$ cat config.mk
export PLATFORM = sky130hd
export DESIGN_NAME = player_jump_fsm
export DESIGN_NICKNAME = d
export VERILOG_FILES = /design/src/rtl/data.sv /design/src/rtl/player_jump_fsm.sv
export SDC_FILE = /design/constraint.sdc
export NUM_CORES = 1
export LEC_CHECK = 0
export BUFFER_PORTS_ARGS = -buffer_cell sky130_fd_sc_hd__buf_4
export CAP_MARGIN = 5
export CORE_AREA = 2 2 39 41
export DETAILED_ROUTE_END_ITERATION = 8
export DIE_AREA = 0 0 41 43
export PLACE_DENSITY = 0.52
export SYNTH_ARGS = -nofsm -noshare
export SYNTH_HDL_FRONTEND = slang
export SYNTH_SLANG_ARGS = --single-unit
export TNS_END_PERCENT = 10
$ cat constraint.sdc
create_clock -name clk_in -period 2.7 [get_ports clk_in]
set_input_delay 0.27 -clock clk_in [delete_from_list [all_inputs] [get_ports clk_in]]
set_output_delay 0.27 -clock clk_in [all_outputs]
set_load 0.03 [all_outputs]
$ cat src/rtl/data.sv
// Shared types for the obstacle collision checker: obstacle slot layout,
// hitbox constant and the two FSM state encodings.
package data;

  localparam int OBSTACLE_WIDTH = 16;
  localparam int NUM_SLOTS      = 10;

  typedef struct packed {
    logic        active;
    logic [1:0]  lane;
    logic [10:0] position;
    logic [1:0]  sprite_type;
  } obstacle_t;

  typedef enum logic {
    GROUND,
    AIRBORNE
  } jump_state_t;

  typedef enum logic [1:0] {
    IDLE,
    SCAN,
    REPORT
  } scan_state_t;

endpackage

$ cat src/rtl/player_jump_fsm.sv
// Player jump state: a jump request launches a JUMP_FRAMES-long airborne
// phase that counts down on every video frame.
module player_jump_fsm
  import data::*;
#(
  parameter int JUMP_FRAMES = 24
) (
  input  logic clk_in,
  input  logic rst_n_in,
  input  logic game_reset,
  input  logic frame_trigger,
  input  logic jump_in,
  output logic airborne
);

  localparam int CW = $clog2(JUMP_FRAMES + 1);

  jump_state_t   state, state_nxt;
  logic [CW-1:0] cnt, cnt_nxt;

  always_ff @(posedge clk_in or negedge rst_n_in) begin
    if (!rst_n_in) begin
      state <= GROUND;
      cnt   <= '0;
    end else begin
      state <= state_nxt;
      cnt   <= cnt_nxt;
    end
  end

  always_comb begin
    state_nxt = state;
    cnt_nxt   = cnt;
    if (game_reset) begin
      state_nxt = GROUND;
      cnt_nxt   = '0;
    end else begin
      case (state)
        GROUND: if (jump_in) begin
          state_nxt = AIRBORNE;
          cnt_nxt   = CW'(JUMP_FRAMES);
        end
        AIRBORNE: if (frame_trigger) begin
          // Landing happens on the trigger that would take the count to zero
          if (cnt <= CW'(1)) begin
            state_nxt = GROUND;
            cnt_nxt   = '0;
          end else begin
            cnt_nxt = cnt - CW'(1);
          end
        end
        default: begin
          state_nxt = GROUND;
          cnt_nxt   = '0;
        end
      endcase
    end
  end

  assign airborne = (state == AIRBORNE);

endmodule

==> Flow_metrics.wiki, run 1 <==
{| class="wikitable"
! Metric !! Value
|-
| Result of the run || completed
|-
| Predominant post-synthesis flop cell || dfrtp_1
|-
| Post-synthesis to final-layout area growth || 20.7%
|-
| Actual slew at the worst max-slew pin || 333 ps
|-
| TritonCTS sink count || 6
|-
| Clock buffers created by TritonCTS || 3
|-
| Max VDD drop || around 0.32 mV
|-
| Seq/Total Area, Yosys || 0.393
|-
| Post-CTS setup-driven buffer insertion count || 0
|-
| Post-Route WL || just under 800 um
|-
| Post-detailed-placement half-perimeter wirelength || a little under 600 um
|-
| Cell with the most instances after synthesis || dfrtp_1
|-
| Register clock-pin slew on the reported worst setup and hold paths || 40 ps
|-
| Data required time of the worst path || between 2000 and 3000 ps
|-
| First-pass detailed-route iteration total || 2
|-
| Final period demand of the worst path || between 1000 and 1500 ps
|-
| Path type of the worst setup path || reg -> reg
|-
| Total number of nets in the final design || 58
|-
| Synthesized area divided by synthesized cell count || 9.31 um^2
|-
| Number of synthesized flops with an enable pin || 0
|-
| # hold bufs at CTS || 1
|-
| Count of cells along the worst register-to-register path || 5
|-
| Clock tree skew after final layout || between 4 and 5 ps
|-
| Post-layout utilization of the core || 0.333
|-
| Timing startpoint of the critical path || cnt[0]
|-
| Largest net degree at the start of global routing || 11
|-
| Top-level I/O count || 6
|-
| Layout cells sized above 1 || 0.204
|-
| Width of the chip || around 41 um
|-
| Total count of max-transition violations in the final report || 0
|-
| I/O Buffers || 5
|-
| Cell area after technology mapping || between 300 and 400 um^2
|-
| Core footprint || roughly 0.0014 mm^2
|-
| Delay of the slowest critical-path stage || 420 ps
|-
| Count of unresolved DRC violations after routing || 0
|-
| Finish-stage setup viols || 0
|-
| Post-DR wirelength/cell || between 10 and 15 um
|-
| Vias in the first global route || 311
|-
| End point of the critical path || cnt[4]
|-
| Buffers & Inverters on Critical Path || 1
|-
| Tcrit/Tclk final || 0.493
|-
| Clock tree from TritonCTS || done
|-
| Largest buffer count on any clock path || 2
|-
| Number of synthesized register bits || 6
|-
| Total via count in the routed design || approximately 330
|-
| Insertion delay of the later-clocked pin in the worst-skew pair || ~240 ps
|-
| YS warnings || 0
|-
| Die extent in y || between 40 and 50 um
|-
| Syn Inst Count || 41
|-
| Starting Density || 0.276
|-
| Post-synthesis async set-or-reset flop share || 1.00
|-
| Worst-path maximum fanout || 6
|-
| Overall overflow remaining after global route || 0
|-
| Kind of end point of the critical path || flop
|-
| Cell types occupying the most area after synthesis || dfrtp_1 39%, ha_1 6.6%, o2111ai_1 4.6%
|-
| Cells resized by post-CTS repair || 0
|-
| Static leakage || around 0.19 nW
|-
| CP Cell Sequence || inv_1 > ha_1 > nand3_1 > o311ai_0 > o21ai_1
|-
| Starting DRC count in detailed routing || 3
|-
| Crit path max-delay cell type || dfrtp_1
|-
| Worst path top cell family by delay || flip-flops
|-
| Post-synth top cells || 6 x dfrtp_1, 4 x inv_1, 3 x a21oi_1, 3 x nand2_1, 3 x nor3_1
|-
| Gp weighted congestion || 0.755
|-
| RSZ-0062 raised after global routing || false
|-
| Max Clock Freq || 0.752 GHz
|-
| Cell row count || 14
|-
| Sum of negative setup slack || 0 ps
|-
| Initial antenna violation count || 0
|-
| Yosys top cell area share || 0.393
|-
| First-pass GRT wire length || 1350 um
|-
| Critical path depth in cells || 5
|-
| Arrival time reported for the critical path endpoint || between 1000 and 1500 ps
|-
| Worst R2R Start || cnt[0]
|-
| Min-Delay Path Class || in -> reg
|-
| Synthesized net count || between 40 and 50
|-
| Clock tree root buffer cell || clkbuf_4
|-
| Total track usage || 0.122
|-
| Distinct cell type count of the synthesized netlist || 24
|-
| Largest area contributor in the netlist || dfrtp_1
|-
| Capture instance of the worst register-to-register path || cnt[4]
|-
| Number of routed nets with antenna violations || 0
|-
| Count of inserted antenna diode cells || 0
|-
| Launching element type of the critical path || flop
|-
| Slew margin rel. || 0.771
|-
| Die area || ~0.0018 mm^2
|-
| H-tree levels || 1
|-
| Maxcap violations || 0
|-
| Hold violation count in the final report || 0
|-
| Register-to-register setup slack || about 1400 ps
|-
| Power per Cell Area || roughly 530 mW/mm^2
|-
| Via density per instance || just over 5
|}
==> through the flow <==
step	cells	setup slack [ps]	instance area (um^2)	total power, W	hold WS (ps)
finish	65	1370	460	0.000244	249
floorplan	41	1430	382	0.000147	-25.6
global route	65	1230	460	0.000265	230
global placement	61	1380	428	0.000165	80.5
CTS	65	1370	460	0.000249	237
detailed placement	61	1370	428	0.000163	80.6
==> cell families after synthesis <==
kind of cell,count (synthesis),share of synthesized area
compound gates,13,0.236
simple gates,14,0.210
mux,1,0.0262
buf+inv,5,0.0688
fa+ha+maj,2,0.0656
flops,6,0.393
==> flip-flops by register name (all words and copies together), names as in the netlist <==
signal / cells
cnt: 5
airborne: 1
==> cell usage in the layout, fill, tap and decap left out, types with 2 or more instances in the layout <==
cell type,instances
nand2_1,3
clkbuf_4,3
o2111ai_1,2
nor3_1,3
ha_1,2
buf_4,5
a21oi_1,3
nand3_1,2
dfrtp_1,6
inv_1,4
==> layout make-up <==
type,instances,area (um^2)
Multi-Input combinational cell,30,205
Tap cell,16,20.0
Clock buffer,3,22.5
Inverter,4,15.0
Fill cell,138,923
Timing Repair Buffer,6,47.5
Sequential cell,6,150
==> where the power goes <==
| part | total, W | leakage (nW) | internal [W] | switching (W) |
|---|---|---|---|---|
| logic | 0.0000536 | 0.0962 | 0.0000268 | 0.0000268 |
| registers | 0.000110 | 0.0793 | 0.0000980 | 0.0000121 |
| clock network | 0.0000801 | 0.0138 | 0.0000501 | 0.0000300 |
==> layer usage <==
| metal | vias up | routed length (um) | GRT usage |
|---|---|---|---|
| met4 | 0 | 0 | 0.0400 |
| met5 | - | 0 | 0 |
| met2 | 7 | 345 | 0.156 |
| met1 | 154 | 398 | 0.155 |
| met3 | 0 | 53 | 0.0942 |
| li1 | 172 | - | - |
==> worst min path at each step <==
stage                     startpoint       end  slack, ps  cells after the start
after floorplan             rst_n_in  airborne        -30                      0
after global placement      rst_n_in  airborne         80                      1
after detailed placement    rst_n_in  airborne         80                      1
after CTS                 game_reset    cnt[0]        240                      2
after global routing      game_reset    cnt[0]        230                      2
final                     game_reset    cnt[0]        250                      2
Power figures use the tool's default switching activity.
==> inputs of run 2 (changes only) <==
ABC_AREA = 1   (was not set)
PLACE_DENSITY = 0.56   (was 0.52)
clock period = 1.08 ns   (was 2.7 ns; I/O delays follow)
==> run 2 against run 1 <==
Compared with the run above: fmax increased by 14%; global-route usage increased by 1.2 points; critical path type unchanged; the run now ends with negative setup slack left; clock-buffer cell count is 1 higher.
==> Flow_metrics.wiki, run 2 <==
{| class="wikitable"
! Metric !! Value
|-
| Largest net degree at the start of global routing || 9 (-2)
|-
| Most common cell after layout, fill and taps aside || nand2_1
|-
| Path type of the worst setup path || reg -> reg
|-
| Die extent in y || 43 um (unchanged)
|-
| Post-Route WL || 965 um (+21%)
|-
| Result of the run || finished with violations
|-
| Starting DRC count in detailed routing || 3 (unchanged)
|-
| Total power of the final layout || 0.000901 W (+270%)
|-
| Via density per instance || 4.42 (-14%)
|-
| Clock buffers created by TritonCTS || 3 (unchanged)
|-
| H-tree levels || 1 (unchanged)
|-
| Most frequent cells in the layout || 22 x nand2_1, 14 x buf_4, 8 x inv_1, 4 x nor2_1, 4 x dfrtp_1
|-
| Static leakage || 0.344 nW (+82%)
|-
| Top-level I/O count || 6 (unchanged)
|-
| Gp weighted congestion || 0.792 (+5.0%)
|-
| Min-Delay Path Class || in -> reg
|-
| Data required time of the worst path || 1250 ps (-1560 ps)
|-
| Vias in the first global route || 404 (+30%)
|-
| Cell with the most instances after synthesis || nand2_1
|-
| Actual slew at the worst max-slew pin || 319 ps (-14.6 ps)
|-
| Arrival time reported for the critical path endpoint || 1330 ps (-110 ps)
|-
| Insertion delay of the later-clocked pin in the worst-skew pair || 230 ps (about the same)
|-
| Post-synthesis async set-or-reset flop share || 1.00 (unchanged)
|-
| Yosys top cell area share || 0.363 (-0.0309)
|-
| Largest buffer count on any clock path || 2 (unchanged)
|-
| Clock tree from TritonCTS || done
|-
| Slew margin rel. || 0.785 (+0.0139)
|-
| Total number of nets in the final design || 88 (+52%)
|-
| Width of the chip || 41 um (unchanged)
|-
| Initial antenna violation count || 0 (unchanged)
|-
| Total via count in the routed design || 424 (+27%)
|-
| Tcrit/Tclk final || 1.08 (+0.584)
|-
| Post-synthesis to final-layout area growth || 61.3%
|-
| Cell types occupying the most area after synthesis || dfrtp_1 36%, nand2_1 21%, inv_1 9.1%
|-
| I/O Buffers || 5 (unchanged)
|-
| Placed Cells incl. Taps || 90 (+48%)
|-
| Max FFs per register || 5 (unchanged)
|-
| Cell area after technology mapping || 414 um^2 (+8.5%)
|-
| Launching element type of the critical path || flop
|-
| Seq/Total Area, Yosys || 0.363 (-0.0309)
|-
| Predominant post-synthesis flop cell || dfrtp_1
|-
| Final Instance Count excl. Fillers || 96 (+48%)
|-
| Post-DR wirelength/cell || 10.1 um (-18%)
|-
| Finish-stage setup viols || 6 (+6)
|-
| RSZ-0062 raised after global routing || true
|-
| Count of unresolved DRC violations after routing || 0 (unchanged)
|-
| TritonCTS sink count || 6 (unchanged)
|-
| Total track usage || 0.134 (+0.0115)
|-
| YS warnings || 0 (unchanged)
|-
| Post-synth top cells || 23 x nand2_1, 10 x inv_1, 6 x dfrtp_1
|-
| Starting Density || 0.299 (+0.0235)
|-
| Count of inserted antenna diode cells || 0 (unchanged)
|-
| Number of synthesized register bits || 6 (unchanged)
|-
| Clock tree root buffer cell || clkbuf_4
|-
| Maxcap violations || 0 (unchanged)
|-
| Kind of end point of the critical path || flop
|-
| Cell row count || 14 (unchanged)
|-
| Number of synthesized flops with an enable pin || 0 (unchanged)
|-
| Syn Inst Count || 60 (+46%)
|-
| Total count of max-transition violations in the final report || 0 (unchanged)
|-
| Core footprint || 0.00138 mm^2 (unchanged)
|-
| Number of routed nets with antenna violations || 0 (unchanged)
|-
| First-pass GRT wire length || 1590 um (+18%)
|-
| Largest area contributor in the netlist || dfrtp_1
|-
| Violated checks || negative setup slack
|-
| Max Clock Freq || 0.860 GHz (+14%)
|-
| Final period demand of the worst path || 1160 ps (-168 ps)
|-
| Power per Cell Area || 1350 mW/mm^2 (+150%)
|-
| Synthesized net count || 67 (+40%)
|-
| Max VDD drop || 0.711 mV (+120%)
|-
| Post-detailed-placement half-perimeter wirelength || 776 um (+30%)
|-
| Register clock-pin slew on the reported worst setup and hold paths || 40 ps (about the same)
|-
| First-pass detailed-route iteration total || 2 (unchanged)
|-
| Distinct cell type count of the synthesized netlist || 15 (-38%)
|-
| Worst-path maximum fanout || 5 (-1)
|-
| Overall overflow remaining after global route || 0 (unchanged)
|-
| Clock tree skew after final layout || 5.25 ps (+0.745 ps)
|-
| Die area || 0.00176 mm^2 (unchanged)
|-
| Synthesized area divided by synthesized cell count || 6.90 um^2 (-26%)
|-
| Reg with most FFs || cnt
|-
| Layout cells sized above 1 || 0.438 (+0.233)
|-
| Post-route setup slack || -82.4 ps (-1450 ps)
|-
| Hold violation count in the final report || 0 (unchanged)
|}
[run 2: cell count changes in the layout (fill, tap and decap cells not counted), sizes merged, moves of 2 or more]
| cell | change |
|---|---|
| nor3 | -2 |
| o21bai | +2 |
| buf | +10 |
| nand3 | +2 |
| nor2 | +3 |
| a21oi | -2 |
| inv | +7 |
| o2111ai | -2 |
| nand2 | +22 |
[run 2: cell families (layout without fill, tap and decap cells)]
kind of cell / after synthesis / in the layout / share of synthesized area
AND/OR/NAND/NOR: 35 / 35 / 0.363
buffers and inverters: 11 / 31 / 0.0997
AO/OA/AOI/OAI: 6 / 6 / 0.115
flip-flops: 6 / 6 / 0.363
adder cells (fa/ha/maj): 2 / 2 / 0.0604
[run 2: routing by layer]
metal  GRT usage  vias up  wire length [um]
li1            -      225                 -
met1       0.176      194               424
met2       0.203        3               508
met3     0.00524        2                 3
met4      0.0867        0                28
met5           0        -                 0
[run 2: layout make-up]
class                      count  area, um^2
fill                         127         716
multi-input combinational     43         302
sequential                     6         153
timing repair buffer          16         126
inverter                      11        41.3
clock buffer                   4        26.3
tap                           16        20.0
[run 2: path summary, 6_finish.rpt]
| kind | start | to | slack, ps | depth (start not counted) |
|---|---|---|---|---|
| setup reg to reg | cnt[0] | cnt[2] | -80 | 7 |
| max in group asynchronous | rst_n_in | cnt[0] | 730 | 2 |
| hold / removal | game_reset | cnt[3] | 160 | 4 |
| min in group asynchronous | rst_n_in | cnt[4] | 220 | 2 |
| setup / recovery | cnt[0] | cnt[2] | -80 | 7 |
| hold reg to reg | cnt[0] | cnt[0] | 570 | 2 |
[run 2: worst max-delay path, cell delays in order, from the launching register on]
cell      delay (ps)
dfrtp_2          430
ha_4             160
o21bai_4         170
nand2_4           90
nand3_2           60
nand2_1           80
nand2_1           50
inv_1             50
[run 2: through the flow]
stage               hold slack, ps   util  cell area, um^2  TNS, ps  setup slack [ps]
CTS                            154  0.472              653     -396             -79.1
detailed placement           -82.1  0.394              546     -620              -118
floorplan                     -188      -              420    -95.9             -37.0
finish                         159  0.483              668     -364             -82.4
global route                   185  0.483              668     -746              -150
global placement             -83.4  0.394              546     -507              -110
[run 2: repair_timing]
action	4_1_cts	5_1_grt
gates resized for setup	12	3
setup endpoints to repair	6	7
hold buffers	1	0
buffers inserted	1	0
pin swaps	4	3
hold endpoints to repair	6	0
[run 2: power breakdown]
group | switching [W] | total (W) | internal, W
logic | 0.000207 | 0.000397 | 0.000190
registers | 0.0000416 | 0.000298 | 0.000256
clock network | 0.0000668 | 0.000206 | 0.000139
total | 0.000315 | 0.000901 | 0.000585
==> inputs of run 3 (changes only) <==
ABC_AREA = not set   (was 1)
PLACE_DENSITY = 0.54   (was 0.56)
REMOVE_ABC_BUFFERS = 1   (was not set)
==> run 3 against run 2 <==
Compared with the run above: the run still ends with negative setup slack left; sequential power fell by 12%; total power is 15% lower; flip-flop and latch count stayed put; critical path type unchanged; largest power group unchanged.
==> Flow_metrics.wiki, run 3 (same netlist as run 1, synthesis figures left out) <==
{| class="wikitable"
! Metric !! Value
|-
| Starting DRC count in detailed routing || 4 (+1)
|-
| First-pass detailed-route iteration total || 2 (unchanged)
|-
| Min-Delay Path Class || in -> reg
|-
| I/O Buffers || 5 (unchanged)
|-
| Buffers & Inverters on Critical Path || 0 (-1)
|-
| Most frequent cells in the layout || 14 x buf_4, 5 x dfrtp_1, 3 x nand2_1, 3 x nor3_1, 3 x clkbuf_4
|-
| Total power of the final layout || 0.000766 W (-15%)
|-
| TritonCTS sink count || 6 (unchanged)
|-
| Maxcap violations || 0 (unchanged)
|-
| Width of the chip || 41 um (unchanged)
|-
| Top-level I/O count || 6 (unchanged)
|-
| Hold violation count in the final report || 0 (unchanged)
|-
| Cell area reported after detailed placement || 495 um^2 (-9.2%)
|-
| Total count of max-transition violations in the final report || 0 (unchanged)
|-
| Insertion delay of the later-clocked pin in the worst-skew pair || 250 ps (+20 ps)
|-
| Post-detailed-placement half-perimeter wirelength || 609 um (-21%)
|-
| Actual slew at the worst max-slew pin || 307 ps (-11.6 ps)
|-
| Largest buffer count on any clock path || 2 (unchanged)
|-
| Clock buffers created by TritonCTS || 3 (unchanged)
|-
| Layout filler cell count || 124 (-2.4%)
|-
| Tcrit/Tclk final || 1.14 (+0.0624)
|-
| Final Instance Count excl. Fillers || 76 (-21%)
|-
| Layout cells sized above 1 || 0.600 (+0.162)
|-
| Vias in the first global route || 388 (-4.0%)
|-
| Starting Density || 0.276 (-0.0235)
|-
| CP Cell Sequence || or3_4 > o2111ai_2 > a21oi_2
|-
| Reg with most FFs || cnt
|-
| Result of the run || finished with violations
|-
| Count of unresolved DRC violations after routing || 0 (unchanged)
|-
| Max VDD drop || 0.526 mV (-26%)
|-
| Total number of nets in the final design || 69 (-22%)
|-
| H-tree levels || 1 (unchanged)
|-
| Delay of the slowest critical-path stage || 420 ps (about the same)
|-
| Max Clock Freq || 0.813 GHz (-5.5%)
|-
| Crit path max-delay cell type || or3_4
|-
| Post-Route WL || 1100 um (+14%)
|-
| Post-route setup slack || -150 ps (-67.4 ps)
|-
| Placed Cells incl. Taps || 70 (-22%)
|-
| Setup Slack @ Placement || -192 ps (-74.7 ps)
|-
| Overall overflow remaining after global route || 0 (unchanged)
|-
| Slew margin rel. || 0.791 (+0.00589)
|-
| Worst-path maximum fanout || 4 (-1)
|-
| Final period demand of the worst path || 1230 ps (+67.4 ps)
|-
| Finish-stage setup viols || 7 (+1)
|-
| Static leakage || 0.261 nW (-24%)
|-
| Number of routed nets with antenna violations || 0 (unchanged)
|-
| Most common cell after layout, fill and taps aside || buf_4
|-
| Count of inserted antenna diode cells || 0 (unchanged)
|-
| Register clock-pin slew on the reported worst setup and hold paths || 50 ps (about the same)
|-
| Launching element type of the critical path || flop
|-
| Core footprint || 0.00138 mm^2 (unchanged)
|-
| Initial antenna violation count || 0 (unchanged)
|-
| Die area || 0.00176 mm^2 (unchanged)
|-
| Clock tree root buffer cell || clkbuf_4
|-
| Power per Cell Area || 1170 mW/mm^2 (-13%)
|-
| Die extent in y || 43 um (unchanged)
|-
| Kind of end point of the critical path || flop
|-
| Arrival time reported for the critical path endpoint || 1360 ps (+30 ps)
|-
| Worst path top cell family by delay || simple AND/OR/NAND/NOR gates
|-
| Via density per instance || 5.17 (+17%)
|-
| Post-synthesis to final-layout area growth || 72.1%
|-
| RSZ-0062 raised after global routing || true
|-
| Cell row count || 14 (unchanged)
|-
| Gp weighted congestion || 0.787 (-0.67%)
|-
| Total via count in the routed design || 393 (-7.3%)
|-
| Clock tree from TritonCTS || done
|-
| Data required time of the worst path || 1210 ps (-40 ps)
|-
| Max FFs per register || 5 (unchanged)
|-
| First-pass GRT wire length || 1680 um (+5.2%)
|-
| Clock tree skew after final layout || 8.08 ps (+2.83 ps)
|-
| Cell area after layout || 657 um^2 (-1.7%)
|-
| Total track usage || 0.152 (+0.0178)
|-
| Largest net degree at the start of global routing || 8 (-1)
|-
| Post-DR wirelength/cell || 14.5 um (+44%)
|-
| Path type of the worst setup path || reg -> reg
|-
| Violated checks || negative setup slack
|}
-- run 3: final cells by class --
class	instances	area [um^2]	area share
multi-input cells	30	310	0.472
flip-flops and latches	6	151	0.230
repair buffers	17	138	0.210
clock buffers	3	22.5	0.0343
well taps	16	20.0	0.0305
inverters	4	15.0	0.0229
-- run 3: layer usage --
layer	up-vias	GRT usage	wire [um]
met5	-	0	0
li1	192	-	-
met1	191	0.184	449
met3	2	0.0942	42
met4	0	0.0600	8
met2	8	0.209	602
-- run 3: metrics by stage --
step / util / hold WS (ps) / TNS [ps]
floorplan: - / -188 / -700
global placement: 0.358 / -76.9 / -592
detailed placement: 0.358 / -75.8 / -638
CTS: 0.419 / 59.9 / -548
global route: 0.475 / 53.4 / -853
finish: 0.475 / 70.9 / -592
-- run 3: worst paths after layout --
path                            cells after the start  slack (ps)       start  endpoint
worst max-delay path                                3        -150      cnt[2]    cnt[0]
worst min-delay path                                2          70  game_reset    cnt[0]
worst max register to register                      3        -150      cnt[2]    cnt[0]
worst min register to register                      3         680      cnt[4]    cnt[4]
max in group asynchronous                           2         740    rst_n_in  airborne
min in group asynchronous                           2         200    rst_n_in    cnt[3]
-- run 3: timing repair --
action                                 4_1_cts  5_1_grt
pin swaps                                    6       10
resized for setup                           12       13
buffers inserted                             1        1
endpoints found under the hold margin        6        0
setup endpoints to repair                    7        7
hold buffers                                 1        0
-- run 3: report_power, final --
part	internal [W]	switching (W)	leakage, nW
Combinational	0.000148	0.000138	0.170
Sequential	0.000245	0.0000173	0.0781
Clock	0.000126	0.0000906	0.0138
Total	0.000520	0.000246	0.261
